## config.mk

```make
export PLATFORM = sky130hd
export DESIGN_NAME = debug_run_ctrl
export DESIGN_NICKNAME = d
export VERILOG_FILES = /design/src/rtl/debug_pkg.sv /design/src/rtl/debug_abs_cmd.sv /design/src/rtl/debug_run_ctrl.sv
export SDC_FILE = /design/constraint.sdc
export NUM_CORES = 1
export LEC_CHECK = 0
export CAP_MARGIN = 20
export CORE_AREA = 2 2 95 97
export CTS_BUF_LIST = sky130_fd_sc_hd__clkbuf_8
export CTS_CLUSTER_DIAMETER = 200
export DETAILED_ROUTE_END_ITERATION = 8
export DIE_AREA = 0 0 97 99
export PLACE_DENSITY = 0.85
export SLEW_MARGIN = 20
export SYNTH_ARGS = -nofsm -noshare
export SYNTH_HDL_FRONTEND = slang
export SYNTH_HIERARCHICAL = 1
export SYNTH_SLANG_ARGS = --single-unit
export TNS_END_PERCENT = 5
```

## constraint.sdc

```tcl
create_clock -name clk_i -period 5.3 [get_ports clk_i]
set_input_delay 1.59 -clock clk_i [delete_from_list [all_inputs] [get_ports clk_i]]
set_output_delay 1.59 -clock clk_i [all_outputs]
set_load 0.05 [all_outputs]
```

## src/rtl/debug_pkg.sv

```systemverilog
// Shared types and constants for the debug run-control block: FSM encodings, cmderr codes
// and the abstract regno map.
package debug_pkg;

  typedef enum logic [1:0] {
    StRunning,
    StHaltReq,
    StHalted,
    StResumeReq
  } run_state_e;

  typedef enum logic [1:0] {
    CmdIdle,
    CmdIssue,
    CmdWait
  } cmd_state_e;

  typedef enum logic [2:0] {
    CmdErrNone       = 3'd0,
    CmdErrBusy       = 3'd1,
    CmdErrNotSup     = 3'd2,
    CmdErrExcept     = 3'd3,
    CmdErrHaltResume = 3'd4,
    CmdErrOther      = 3'd7
  } cmderr_e;

  localparam logic [15:0] CsrBase  = 16'h0000;
  localparam logic [15:0] CsrLimit = 16'h0FFF;
  localparam logic [15:0] GprBase  = 16'h1000;
  localparam logic [15:0] GprLimit = 16'h101F;

  // Offset-from-base compares wrap below the base, so one unsigned test covers both bounds.
  function automatic logic regno_supported(logic [15:0] regno);
    return (16'(regno - CsrBase) <= 16'(CsrLimit - CsrBase)) ||
           (16'(regno - GprBase) <= 16'(GprLimit - GprBase));
  endfunction

endpackage

```

## src/rtl/debug_abs_cmd.sv

```systemverilog
// Abstract command sequencer: regno decode, issue/wait FSM, cmderr/rdata registers and the
// shared watchdog counter (built only with DEBUG_RUN_CTRL_TIMEOUT_EN).
module debug_abs_cmd
  import debug_pkg::*;
#(
  parameter int unsigned DATA_WIDTH     = 32,
  parameter int unsigned TIMEOUT_CYCLES = 1023
) (
  input  logic                  clk_i,
  input  logic                  rst_ni,
  input  logic                  halted_i,
  input  logic                  run_wait_i,
  output logic                  timeout_o,
  output logic                  busy_o,
  input  logic                  cmd_accept_i,
  input  logic                  cmd_write_i,
  input  logic [15:0]           cmd_regno_i,
  input  logic [DATA_WIDTH-1:0] cmd_wdata_i,
  output logic                  cmd_done_o,
  output logic [DATA_WIDTH-1:0] cmd_rdata_o,
  output logic [2:0]            cmd_err_o,
  input  logic [2:0]            cmd_err_clr_i,
  output logic                  reg_req_o,
  input  logic                  reg_gnt_i,
  output logic                  reg_we_o,
  output logic [15:0]           reg_addr_o,
  output logic [DATA_WIDTH-1:0] reg_wdata_o,
  input  logic                  reg_rvalid_i,
  input  logic [DATA_WIDTH-1:0] reg_rdata_i,
  input  logic                  reg_err_i
);

  cmd_state_e            state_q, state_d;
  logic                  we_q, we_d;
  logic [15:0]           addr_q, addr_d;
  logic [DATA_WIDTH-1:0] wdata_q, wdata_d;
  logic [DATA_WIDTH-1:0] rdata_q, rdata_d;
  logic [2:0]            err_q, err_d;
  logic                  done_q, done_d;
  logic                  timeout;

  always_comb begin
    state_d = state_q;
    we_d    = we_q;
    addr_d  = addr_q;
    wdata_d = wdata_q;
    rdata_d = rdata_q;
    done_d  = 1'b0;
    // Any error set below only happens with err_q == 0, so a set always overrides the clear.
    err_d   = err_q & ~cmd_err_clr_i;
    unique case (state_q)
      CmdIdle: begin
        if (cmd_accept_i) begin
          if (err_q != CmdErrNone) begin
            done_d = 1'b1;
          end else if (!halted_i) begin
            done_d = 1'b1;
            err_d  = CmdErrHaltResume;
          end else if (!regno_supported(cmd_regno_i)) begin
            done_d = 1'b1;
            err_d  = CmdErrNotSup;
          end else begin
            state_d = CmdIssue;
            we_d    = cmd_write_i;
            addr_d  = cmd_regno_i;
            wdata_d = cmd_wdata_i;
          end
        end
      end
      CmdIssue, CmdWait: begin
        if (timeout) begin
          state_d = CmdIdle;
          done_d  = 1'b1;
          err_d   = CmdErrOther;
        end else if (reg_rvalid_i && (reg_gnt_i || state_q == CmdWait)) begin
          state_d = CmdIdle;
          done_d  = 1'b1;
          if (!we_q) rdata_d = reg_rdata_i;
          if (reg_err_i) err_d = CmdErrExcept;
        end else if (reg_gnt_i && state_q == CmdIssue) begin
          state_d = CmdWait;
        end
      end
      default: state_d = CmdIdle;
    endcase
  end

  always_ff @(posedge clk_i or negedge rst_ni) begin
    if (!rst_ni) begin
      state_q <= CmdIdle;
      we_q    <= 1'b0;
      addr_q  <= '0;
      wdata_q <= '0;
      rdata_q <= '0;
      err_q   <= '0;
      done_q  <= 1'b0;
    end else begin
      state_q <= state_d;
      we_q    <= we_d;
      addr_q  <= addr_d;
      wdata_q <= wdata_d;
      rdata_q <= rdata_d;
      err_q   <= err_d;
      done_q  <= done_d;
    end
  end

`ifdef DEBUG_RUN_CTRL_TIMEOUT_EN
  localparam int unsigned CntW = ($clog2(TIMEOUT_CYCLES + 1) > 10) ?
                                 $clog2(TIMEOUT_CYCLES + 1) : 10;
  logic [CntW-1:0] cnt_q;
  logic            cnt_en;

  assign cnt_en  = run_wait_i || (state_q != CmdIdle);
  assign timeout = cnt_en && (cnt_q == CntW'(TIMEOUT_CYCLES - 1));

  always_ff @(posedge clk_i or negedge rst_ni) begin
    if (!rst_ni) begin
      cnt_q <= '0;
    end else begin
      cnt_q <= (cnt_en && !timeout) ? cnt_q + CntW'(1) : '0;
    end
  end
`else
  // Watchdog inputs are inert when the counter is not built.
  logic unused_timeout_cfg;
  assign unused_timeout_cfg = run_wait_i | (TIMEOUT_CYCLES == 0);
  assign timeout = 1'b0;
`endif

  assign timeout_o   = timeout;
  assign busy_o      = (state_q != CmdIdle);
  assign cmd_done_o  = done_q;
  assign cmd_rdata_o = rdata_q;
  assign cmd_err_o   = err_q;
  assign reg_req_o   = (state_q == CmdIssue);
  assign reg_we_o    = we_q;
  assign reg_addr_o  = addr_q;
  assign reg_wdata_o = wdata_q;

endmodule

```

## src/rtl/debug_run_ctrl.sv

```systemverilog
// Hart run control (halt/resume handshake, status) plus abstract command sequencing.
// Define DEBUG_RUN_CTRL_TIMEOUT_EN to build the halt/resume/command watchdog.
module debug_run_ctrl
  import debug_pkg::*;
#(
  parameter int unsigned DATA_WIDTH     = 32,
  parameter int unsigned TIMEOUT_CYCLES = 1023
) (
  input  logic                  clk_i,
  input  logic                  rst_ni,
  input  logic                  haltreq_i,
  input  logic                  resumereq_i,
  input  logic                  cmd_valid_i,
  output logic                  cmd_ready_o,
  input  logic                  cmd_write_i,
  input  logic [15:0]           cmd_regno_i,
  input  logic [DATA_WIDTH-1:0] cmd_wdata_i,
  output logic                  cmd_done_o,
  output logic [DATA_WIDTH-1:0] cmd_rdata_o,
  output logic [2:0]            cmd_err_o,
  input  logic [2:0]            cmd_err_clr_i,
  output logic                  debug_strobe_o,
  output logic                  core_resume_o,
  input  logic                  core_halted_i,
  output logic                  reg_req_o,
  input  logic                  reg_gnt_i,
  output logic                  reg_we_o,
  output logic [15:0]           reg_addr_o,
  output logic [DATA_WIDTH-1:0] reg_wdata_o,
  input  logic                  reg_rvalid_i,
  input  logic [DATA_WIDTH-1:0] reg_rdata_i,
  input  logic                  reg_err_i,
  output logic                  allhalted_o,
  output logic                  allrunning_o,
  output logic                  allresumeack_o
);

  run_state_e state_q, state_d;
  logic       ack_q, ack_d;
  logic       pend_q, pend_d;
  logic       halted_q, running_q;
  logic       cmd_busy, cmd_accept, timeout, resume_req, resume_go;

  assign cmd_ready_o = (state_q == StRunning || state_q == StHalted) && !cmd_busy;
  assign cmd_accept  = cmd_valid_i && cmd_ready_o;
  assign resume_req  = resumereq_i && !haltreq_i;
  // A resume may not overlap a command; it is parked until the sequencer goes idle.
  assign resume_go   = (resume_req || pend_q) && !haltreq_i && !cmd_busy && !cmd_accept;

  always_comb begin
    state_d = state_q;
    ack_d   = ack_q;
    pend_d  = pend_q;
    unique case (state_q)
      StRunning: begin
        if (core_halted_i) state_d = StHalted;
        else if (haltreq_i) state_d = StHaltReq;
      end
      StHaltReq: begin
        if (core_halted_i) state_d = StHalted;
        else if (timeout) state_d = StRunning;
      end
      StHalted: begin
        if (resume_go) begin
          state_d = StResumeReq;
          ack_d   = 1'b0;
          pend_d  = 1'b0;
        end else if (resume_req) begin
          pend_d = 1'b1;
        end
      end
      StResumeReq: begin
        if (!core_halted_i) begin
          state_d = StRunning;
          ack_d   = 1'b1;
        end else if (timeout) begin
          state_d = StHalted;
        end
      end
      default: state_d = StRunning;
    endcase
    if (haltreq_i) pend_d = 1'b0;
  end

  always_ff @(posedge clk_i or negedge rst_ni) begin
    if (!rst_ni) begin
      state_q   <= StRunning;
      ack_q     <= 1'b0;
      pend_q    <= 1'b0;
      halted_q  <= 1'b0;
      running_q <= 1'b1;
    end else begin
      state_q   <= state_d;
      ack_q     <= ack_d;
      pend_q    <= pend_d;
      halted_q  <= (state_d == StHalted) || (state_d == StResumeReq);
      running_q <= (state_d == StRunning) || (state_d == StHaltReq);
    end
  end

  assign debug_strobe_o = (state_q == StHaltReq);
  assign core_resume_o  = (state_q == StResumeReq);
  assign allhalted_o    = halted_q;
  assign allrunning_o   = running_q;
  assign allresumeack_o = ack_q;

  debug_abs_cmd #(
    .DATA_WIDTH     (DATA_WIDTH),
    .TIMEOUT_CYCLES (TIMEOUT_CYCLES)
  ) u_abs_cmd (
    .clk_i         (clk_i),
    .rst_ni        (rst_ni),
    .halted_i      (state_q == StHalted),
    .run_wait_i    ((state_q == StHaltReq) || (state_q == StResumeReq)),
    .timeout_o     (timeout),
    .busy_o        (cmd_busy),
    .cmd_accept_i  (cmd_accept),
    .cmd_write_i   (cmd_write_i),
    .cmd_regno_i   (cmd_regno_i),
    .cmd_wdata_i   (cmd_wdata_i),
    .cmd_done_o    (cmd_done_o),
    .cmd_rdata_o   (cmd_rdata_o),
    .cmd_err_o     (cmd_err_o),
    .cmd_err_clr_i (cmd_err_clr_i),
    .reg_req_o     (reg_req_o),
    .reg_gnt_i     (reg_gnt_i),
    .reg_we_o      (reg_we_o),
    .reg_addr_o    (reg_addr_o),
    .reg_wdata_o   (reg_wdata_o),
    .reg_rvalid_i  (reg_rvalid_i),
    .reg_rdata_i   (reg_rdata_i),
    .reg_err_i     (reg_err_i)
  );

endmodule

```

-- Word-level counts from Yosys, hierarchy flattened
Index checks and enable logic that the tools add are counted.
- register bits after elaboration: 93
- input port bits: 93
- output and inout port bits: 92
- logic and storage cells: 98
- add/subtract/negate cells: 1
- order comparisons: 2
- equal/unequal tests: 15
- multiplexer cells: 33
- bitwise gates (word level): 4
- reductions and logical operators: 31
- operators with widths (cell ; number):
    2-to-1 mux 2 bit ; 11
    2-to-1 mux 3 bit ; 6
    <= comparator 16 x 12 -> 1 bit (second input constant) ; 1
    <= comparator 16 x 5 -> 1 bit (second input constant) ; 1
    subtractor 16 x 13 -> 16 bit (second input constant) ; 1
    2-to-1 mux 1 bit ; 11
    == test 2 bit (second input constant) ; 5
    AND reduction 5 bit ; 2
    logical AND 1 bit ; 8
    != test 2 bit (second input constant) ; 4
    one-hot mux 2 bit (4 select lines) ; 1
    == test 2 x 1 -> 1 bit (second input constant) ; 3
    logical NOT 2 bit ; 3
    logical OR 1 bit ; 6
    one-hot mux 3 bit (2 select lines) ; 1
    AND reduction 3 bit ; 2
    nonzero test 2 bit ; 3
    nonzero test 3 bit ; 2
    != test 2 x 1 -> 1 bit (second input constant) ; 2
    one-hot mux 1 bit (2 select lines) ; 2
    one-hot mux 2 bit (2 select lines) ; 1
    AND 3 bit ; 1
    logical NOT 1 bit ; 3
    != test 3 x 1 -> 1 bit (second input constant) ; 1
    other kinds (4) ; 5

-- Longest topological paths before layout
Gate-level depths: netlist (run 1).
- depth after elaboration: 10
- mapped depth: 10
- depth with buffers taken out: 9

-- Cells and area by module
Netlist (run 1), hierarchy kept.
- modules (own cells, without submodules) (module ; instances ; cells an instance ; area each (um^2) ; seq. area each (um^2)):
    debug_abs_cmd ; 1 ; 230 ; 3474.6 ; 2177.1
    debug_run_ctrl ; 1 ; 26 ; 247.7 ; 126.4

-- Worst setup path before layout (run 1)
No wires, ideal clock.
- kind: register -> output
- start point: reg u_abs_cmd.state_q[1]
- end point: out cmd_ready_o
- data arrival time: 1.483 ns
- data required time: 3.710 ns
- path slack: 2.227 ns
- cell stages (with the launch flop): 5
- cells stage by stage: dfrtp_1 -> inv_1 -> ha_1 -> inv_1 -> nor2_1
- cells in the longest elaborated chain, start to end: 3
- ends and longest elaborated chain (what ; RTL line ; text):
    start: declaration ; debug_abs_cmd.sv:33 ; cmd_state_e state_q, state_d;
    start signal: assignment ; debug_abs_cmd.sv:90 ; state_q <= CmdIdle;
    start signal: assignment ; debug_abs_cmd.sv:98 ; state_q <= state_d;
    nonzero test 2 bit ; debug_abs_cmd.sv:132 ; assign busy_o = (state_q != CmdIdle);
    net cmd_busy ; debug_run_ctrl.sv:42 ; logic cmd_busy, cmd_accept, timeout, resume_req, resume_go;
    logical NOT 1 bit ; debug_run_ctrl.sv:44 ; assign cmd_ready_o = (state_q == StRunning || state_q == StHalted) && !cmd_busy;
    logical AND 1 bit ; debug_run_ctrl.sv:44 ;
    end: declaration ; debug_run_ctrl.sv:14 ; output logic cmd_ready_o,
The timed path passes the listed nets, and every way through them passes these cells.

-- Worst setup path in the final report (run 1)
Ends and elaborated chain as after synthesis.

==> reports/qor.tcl, run 1 <==
set qor(relative_area_change_from_synthesis_to_final_layout_pct) 56.7
set qor(rrSetupSlack_ns) 2.80
set qor(cts-buffers-inserted) 9
set qor(postCtsSetupBuffers) 0
set qor(grt_start_max_net_pins) 61
set qor(criticalPathCategory) {flip-flop to output pin}
set qor(syn_avg_cell_area_um2) 14.6
set qor(fin_setup_tns_ns) 0
set qor(floorplan.initialDensity_pct) 43.5
set qor(vias_per_instance) 4.97
set qor(detailed_routing_iteration_count_for_the_pre_antenna_repair_pass) 4
set qor(dp_slack_ns) 1.55
set qor(hp-start) {u_abs_cmd/reg_addr_o[3]}
set qor(mapped_cells) 255
set qor(num-nets-final) 542
set qor(timing_worst_slew_pin_value_ns) 0.737
set qor(dpl.hpwl_um) 6780
set qor(worst_setup_hold_path_clk_slew_ns) 0.09
set qor(power.ir.vdd_worst_mv) 0.470
set qor(timing_max_transition_violations_final) 0
set qor(layout-drive-gt1-share_pct) 19.6
set qor(cts_resized) 0
set qor(crit_required_ns) 3.71
set qor(gp_congestion) 0.772
set qor(layout_setup_ws_ns) 1.44
set qor(fp.dieH_um) 99
set qor(cts.sinks) 92
set qor(hold_ws_ns) 0.493
set qor(die_width_um) 97
set qor(drt.antenna.violating_nets) 0
set qor(floorplan.core_area_um2) 8550
set qor(insertion_delay_of_the_later_clocked_pin_in_the_worst_skew_pair_ns) 0.34
set qor(run_status) {finished, final reports clean}
set qor(p_leak_nw) 2.53
set qor(hold_path.class) {flip-flop to flip-flop}
set qor(synth_nets) 352
set qor(numPortBuffers) 184
set qor(rsz0062_at_grt) {no}
set qor(detailed_route_via_count) 2770
set qor(max_freq_mhz) 259
set qor(multiInputGateArea_um2) 1330
set qor(clock_path_buffers) 2
set qor(number_of_hold_buffers_added_after_cts) 0
set qor(cts-root-buf) {sky130_fd_sc_hd__clkbuf_8}
set qor(route.detailed.wl_per_inst_um) 16.2
set qor(num_rows) 34
set qor(grtUsageTotal_pct) 19.1
set qor(rr_startpoint) {u_abs_cmd/state_q[1]}
set qor(cap_viol_max_count) 0
set qor(final.fill_count) 652
set qor(layout_worst_path_cycle_share_pct) 72.8
set qor(design.die.area_um2) 9600
set qor(floorplan.io_pins) 185
set qor(critical_path_arrival_ns) 2.27
set qor(startpoint) {u_abs_cmd/state_q[1]}
set qor(yosysWarnings) 6
set qor(sequential_cell_area_um2) 2300
set qor(syn-cell-area_um2) 3720
set qor(power-per-cell-area_nw_per_um2) 686
set qor(antenna_diode_count) 0
set qor(global_route.overflow_total) 0
set qor(timing.critical_path.from_type) {flip-flop}
set qor(stdcell_count) 557
set qor(drt_drc_violations_left) 0
set qor(tritoncts) {built}
set qor(worst_clock_skew_ns) 0.0120
set qor(report.final.setup_viol) 0
set qor(routed_wirelength_um) 9020
set qor(timing.slew.headroom_pct) 50.9
set qor(period_needed_ns) 3.86
set qor(placed_cells_incl_taps) 542
set qor(initial_antenna_violation_count) 0
set qor(number_of_global_route_vias_before_repair) 3063
set qor(timing_hold_violations_final) 0
set qor(initial_drt_markers) 51
set qor(grt_pass1_wl_um) 14800
set qor(crit_fanout) 6
set qor(critical_path.endpoint_type) {output pin}
set qor(cts-htree-levels) 3
==> registers in the layout, summed over array words and instances (netlist names) <==
register and count:
state_q 1, u_abs_cmd/cmd_rdata_o 32, u_abs_cmd/reg_wdata_o 32, allrunning_o 1, u_abs_cmd/cmd_done_o 1, u_abs_cmd/state_q 2, u_abs_cmd/reg_we_o 1, allhalted_o 1
allresumeack_o 1, u_abs_cmd/cmd_err_o 3, u_abs_cmd/reg_addr_o 16, pend_q 1
==> critical path, stage by stage (launching register included) <==
cell and delay [ns]:
sky130_fd_sc_hd__dfrtp_1 0.42, sky130_fd_sc_hd__inv_1 0.12, sky130_fd_sc_hd__ha_1 0.28, sky130_fd_sc_hd__inv_1 0.13
sky130_fd_sc_hd__nor2_1 0.15, sky130_fd_sc_hd__clkdlybuf4s50_1 0.82
==> final timing paths <==
kind                                                  end  cells after the start
worst max-delay path                          cmd_ready_o                      5
min in group asynchronous         u_abs_cmd/reg_addr_o[0]                      1
worst min-delay path              u_abs_cmd/reg_addr_o[3]                      1
worst max register to register  u_abs_cmd/reg_wdata_o[24]                      9
worst min register to register    u_abs_cmd/reg_addr_o[3]                      1
max in group asynchronous                    allrunning_o                      2
==> where the power goes <==
| group | internal, mW | total (mW) | switching (mW) |
|---|---|---|---|
| logic | 0.879 | 2.40 | 1.52 |
| registers | 1.02 | 1.20 | 0.176 |
| clock network | 0.164 | 0.393 | 0.229 |
| total | 2.07 | 4.00 | 1.93 |
==> layout by cell type (no fill, tap or decap), types with 2 or more instances in the layout <==
master / instances
sky130_fd_sc_hd__clkdlybuf4s50_1: 183
sky130_fd_sc_hd__dfrtp_1: 91
sky130_fd_sc_hd__mux2_2: 64
sky130_fd_sc_hd__mux2_1: 14
sky130_fd_sc_hd__inv_1: 10
sky130_fd_sc_hd__clkbuf_8: 9
sky130_fd_sc_hd__nor2_1: 7
sky130_fd_sc_hd__nor3_1: 7
sky130_fd_sc_hd__nor2b_1: 6
sky130_fd_sc_hd__buf_4: 5
sky130_fd_sc_hd__o21ai_0: 5
sky130_fd_sc_hd__nand2_1: 5
sky130_fd_sc_hd__ha_1: 4
sky130_fd_sc_hd__a21oi_1: 3
sky130_fd_sc_hd__clkinvlp_4: 3
sky130_fd_sc_hd__and2_1: 2
sky130_fd_sc_hd__nand2b_1: 2
sky130_fd_sc_hd__o211ai_1: 2
sky130_fd_sc_hd__or3b_2: 2
sky130_fd_sc_hd__nand4_1: 2
sky130_fd_sc_hd__o21a_1: 2
==> per-stage QoR <==
step           util, %  power (mW)  instance area, µm²
2_1_floorplan        -        2.75                3720
3_3_place_gp      66.3        3.57                5670
3_5_place_dp      66.3        3.63                5670
4_1_cts           68.1        4.04                5830
5_1_grt           68.1        4.17                5830
6_report          68.1        4.00                5830
==> cell type report <==
type	count	share of cell area, %
Sequential cell	92	39.5
Timing Repair Buffer	188	32.1
Multi-Input combinational cell	146	22.8
Tap cell	108	2.32
Clock buffer	9	2.13
Clock inverter	6	0.601
Inverter	8	0.515
==> layer usage <==
layer / up-vias / GRT usage [%] / routed length, µm
met1: 1357 / 21.7 / 3460
met5: - / 0 / 0
met2: 118 / 33.1 / 4590
li1: 1276 / - / -
met4: 0 / 7.58 / 221
met3: 19 / 6.88 / 752
Power figures use the tool's default switching activity.
==> run 2: changes to the inputs <==
--- a/config.mk
+++ b/config.mk
@@ -6,12 +6,12 @@
 export NUM_CORES = 1
 export LEC_CHECK = 0
 export CAP_MARGIN = 20
-export CORE_AREA = 2 2 95 97
+export CORE_AREA = 2 2 104 106
 export CTS_BUF_LIST = sky130_fd_sc_hd__clkbuf_8
 export CTS_CLUSTER_DIAMETER = 200
 export DETAILED_ROUTE_END_ITERATION = 8
-export DIE_AREA = 0 0 97 99
-export PLACE_DENSITY = 0.85
+export DIE_AREA = 0 0 106 108
+export PLACE_DENSITY = 0.75
 export SLEW_MARGIN = 20
 export SYNTH_ARGS = -nofsm -noshare
 export SYNTH_HDL_FRONTEND = slang
==> constraint.sdc (replaced) <==
create_clock -name clk_i -period 3.2 [get_ports clk_i]
set_input_delay 0.96 -clock clk_i [delete_from_list [all_inputs] [get_ports clk_i]]
set_output_delay 0.96 -clock clk_i [all_outputs]
set_load 0.05 [all_outputs]
==> run 2 against run 1 <==
Critical path depth unchanged; design area up 1.8%; non-clock buffer count up 1; die area increased by 19%; sequential share of layout area is 0.72 points lower; first-iteration DRC count increased by 18%; combinational power rose by 66%.
==> reports/qor.tcl, run 2 (same netlist as run 1, synthesis figures left out) <==
set qor(num-nets-final) 543
set qor(die_width_um) 106
set qor(initial_drt_markers) 60
set qor(cts-buffers-inserted) 9
set qor(global_route.overflow_total) 0
set qor(power.ir.vdd_worst_mv) 0.652
set qor(multiInputGateArea_um2) 1330
set qor(sequential_cell_area_um2) 2300
set qor(route.detailed.wl_per_inst_um) 15.7
set qor(dp_slack_ns) 0.162
set qor(hold_path.class) {flip-flop to flip-flop}
set qor(drt.antenna.violating_nets) 0
set qor(dpl.hpwl_um) 7040
set qor(clock_path_buffers) 2
set qor(worst_clock_skew_ns) 0.0125
set qor(detailed_routing_iteration_count_for_the_pre_antenna_repair_pass) 4
set qor(timing.critical_path.from_type) {flip-flop}
set qor(cts.sinks) 92
set qor(timing_max_transition_violations_final) 0
set qor(cts-root-buf) {sky130_fd_sc_hd__clkbuf_8}
set qor(antenna_diode_count) 0
set qor(drt_drc_violations_left) 0
set qor(grt_pass1_wl_um) 14800
set qor(postCtsSetupBuffers) 0
set qor(critical_path_arrival_ns) 1.95
set qor(layout_worst_path_cycle_share_pct) 90.9
set qor(critical_path.max_stage_delay_ns) 0.55
set qor(max_freq_mhz) 344
set qor(floorplan.core_area_um2) 10200
set qor(gp_congestion) 0.850
set qor(run_status) {finished, final reports clean}
set qor(floorplan.initialDensity_pct) 36.3
set qor(fp.dieH_um) 108
set qor(grt_start_max_net_pins) 48
set qor(detailed_route_via_count) 2748
set qor(critical-path-top-cell-by-count) {sky130_fd_sc_hd__inv_1}
set qor(number_of_hold_buffers_added_after_cts) 0
set qor(criticalPathCategory) {flip-flop to output pin}
set qor(insertion_delay_of_the_later_clocked_pin_in_the_worst_skew_pair_ns) 0.35
set qor(initial_antenna_violation_count) 0
set qor(cpMaxStageDelayCell) {sky130_fd_sc_hd__dlygate4sd2_1}
set qor(report.final.setup_viol) 0
set qor(timing_worst_slew_pin_value_ns) 0.582
set qor(final_cell_mix) {sky130_fd_sc_hd__clkdlybuf4s50_1 (182), sky130_fd_sc_hd__dfrtp_1 (91), sky130_fd_sc_hd__mux2_2 (64), sky130_fd_sc_hd__mux2_1 (14), sky130_fd_sc_hd__clkbuf_8 (11)}
set qor(critical_path.endpoint_type) {output pin}
set qor(crit_required_ns) 2.24
set qor(final.fill_count) 869
set qor(grtUsageTotal_pct) 16.5
set qor(path_cells) {inv_1 -> ha_1 -> inv_1 -> nor2_1 -> dlygate4sd2_1}
set qor(design.die.area_um2) 11400
set qor(layout_commonest_cell) {sky130_fd_sc_hd__clkdlybuf4s50_1}
set qor(cts-htree-levels) 3
set qor(rsz0062_at_grt) {no}
set qor(relative_area_change_from_synthesis_to_final_layout_pct) 59.6
set qor(layout-drive-gt1-share_pct) 20.2
set qor(period_needed_ns) 2.91
set qor(p_leak_nw) 2.56
set qor(routed_wirelength_um) 9240
set qor(tritoncts) {built}
set qor(fin_setup_tns_ns) 0
set qor(vias_per_instance) 4.68
set qor(numPortBuffers) 184
set qor(layout_setup_ws_ns) 0.291
set qor(worst_setup_hold_path_clk_slew_ns) 0.09
set qor(num_rows) 37
set qor(crit_fanout) 6
set qor(worst-path-buf-inv) 3
set qor(cap_viol_max_count) 0
set qor(placed_cell_area_um2) 5750
set qor(power-per-cell-area_nw_per_um2) 1130
set qor(timing.slew.headroom_pct) 60.8
set qor(floorplan.io_pins) 185
set qor(final_area_um2) 5930
set qor(worst_path_dominant_cell_family) {buffers and inverters}
set qor(number_of_global_route_vias_before_repair) 3010
set qor(timing_hold_violations_final) 0
==> run 2: cell types whose count changed in the layout (fill, tap and decap cells not counted), sizes merged <==
| cell | change |
|---|---|
| clkbuf | +2 |
| buf | +1 |
| clkdlybuf4s50 | -1 |
| clkinvlp | -1 |
| dlygate4sd2 | +1 |
==> run 2: area by class of cell <==
class | count | area share, %
clock buffer | 11 | 2.55
sequential | 92 | 38.8
clock inverter | 5 | 0.611
timing repair buffer | 189 | 32.2
tap | 136 | 2.87
multi-input combinational | 146 | 22.4
inverter | 8 | 0.506
==> run 2: worst paths after layout <==
check                      slack, ns                        end                     from  cells past startpoint
max in group asynchronous       1.89               allrunning_o                   rst_ni                      2
min                             0.49    u_abs_cmd/reg_addr_o[5]  u_abs_cmd/reg_addr_o[5]                      1
min in group asynchronous       0.60   u_abs_cmd/reg_addr_o[10]                   rst_ni                      1
max reg2reg                     0.85  u_abs_cmd/reg_wdata_o[30]     u_abs_cmd/state_q[1]                      9
max                             0.29                cmd_ready_o     u_abs_cmd/state_q[1]                      5
min reg2reg                     0.49    u_abs_cmd/reg_addr_o[5]  u_abs_cmd/reg_addr_o[5]                      1
==> run 2: routing by layer <==
| metal | global-route usage, % | up-vias | part of all wire [%] |
|---|---|---|---|
| met3 | 5.85 | 11 | 8.2 |
| met4 | 5.45 | 0 | 1.7 |
| li1 | - | 1276 | - |
| met1 | 18.9 | 1345 | 40 |
| met5 | 0 | - | 0 |
| met2 | 28.9 | 116 | 50 |
==> run 2: timing repair <==
item / CTS / global route
endpoints found under the hold margin: 0 / 0
setup endpoints to repair: 1 / 0
gates resized for setup: 1 / 0
==> run 2: power breakdown <==
group          total [mW]  switching, mW  internal, mW
sequential           1.98          0.284          1.70
combinational        3.99           2.53          1.46
clock               0.725          0.398         0.327
total                6.69           3.21          3.48
==> run 2: stage by stage <==
step / hold slack (ns) / total power, mW / cells / utilization (%)
after global routing: 0.512 / 7.01 / 587 / 58.0
after detailed placement: 0.474 / 6.02 / 571 / 56.2
after global placement: 0.468 / 5.94 / 571 / 56.2
final: 0.493 / 6.69 / 587 / 58.0
after CTS: 0.497 / 6.76 / 587 / 58.0
after floorplan: 0.516 / 4.56 / 255 / -
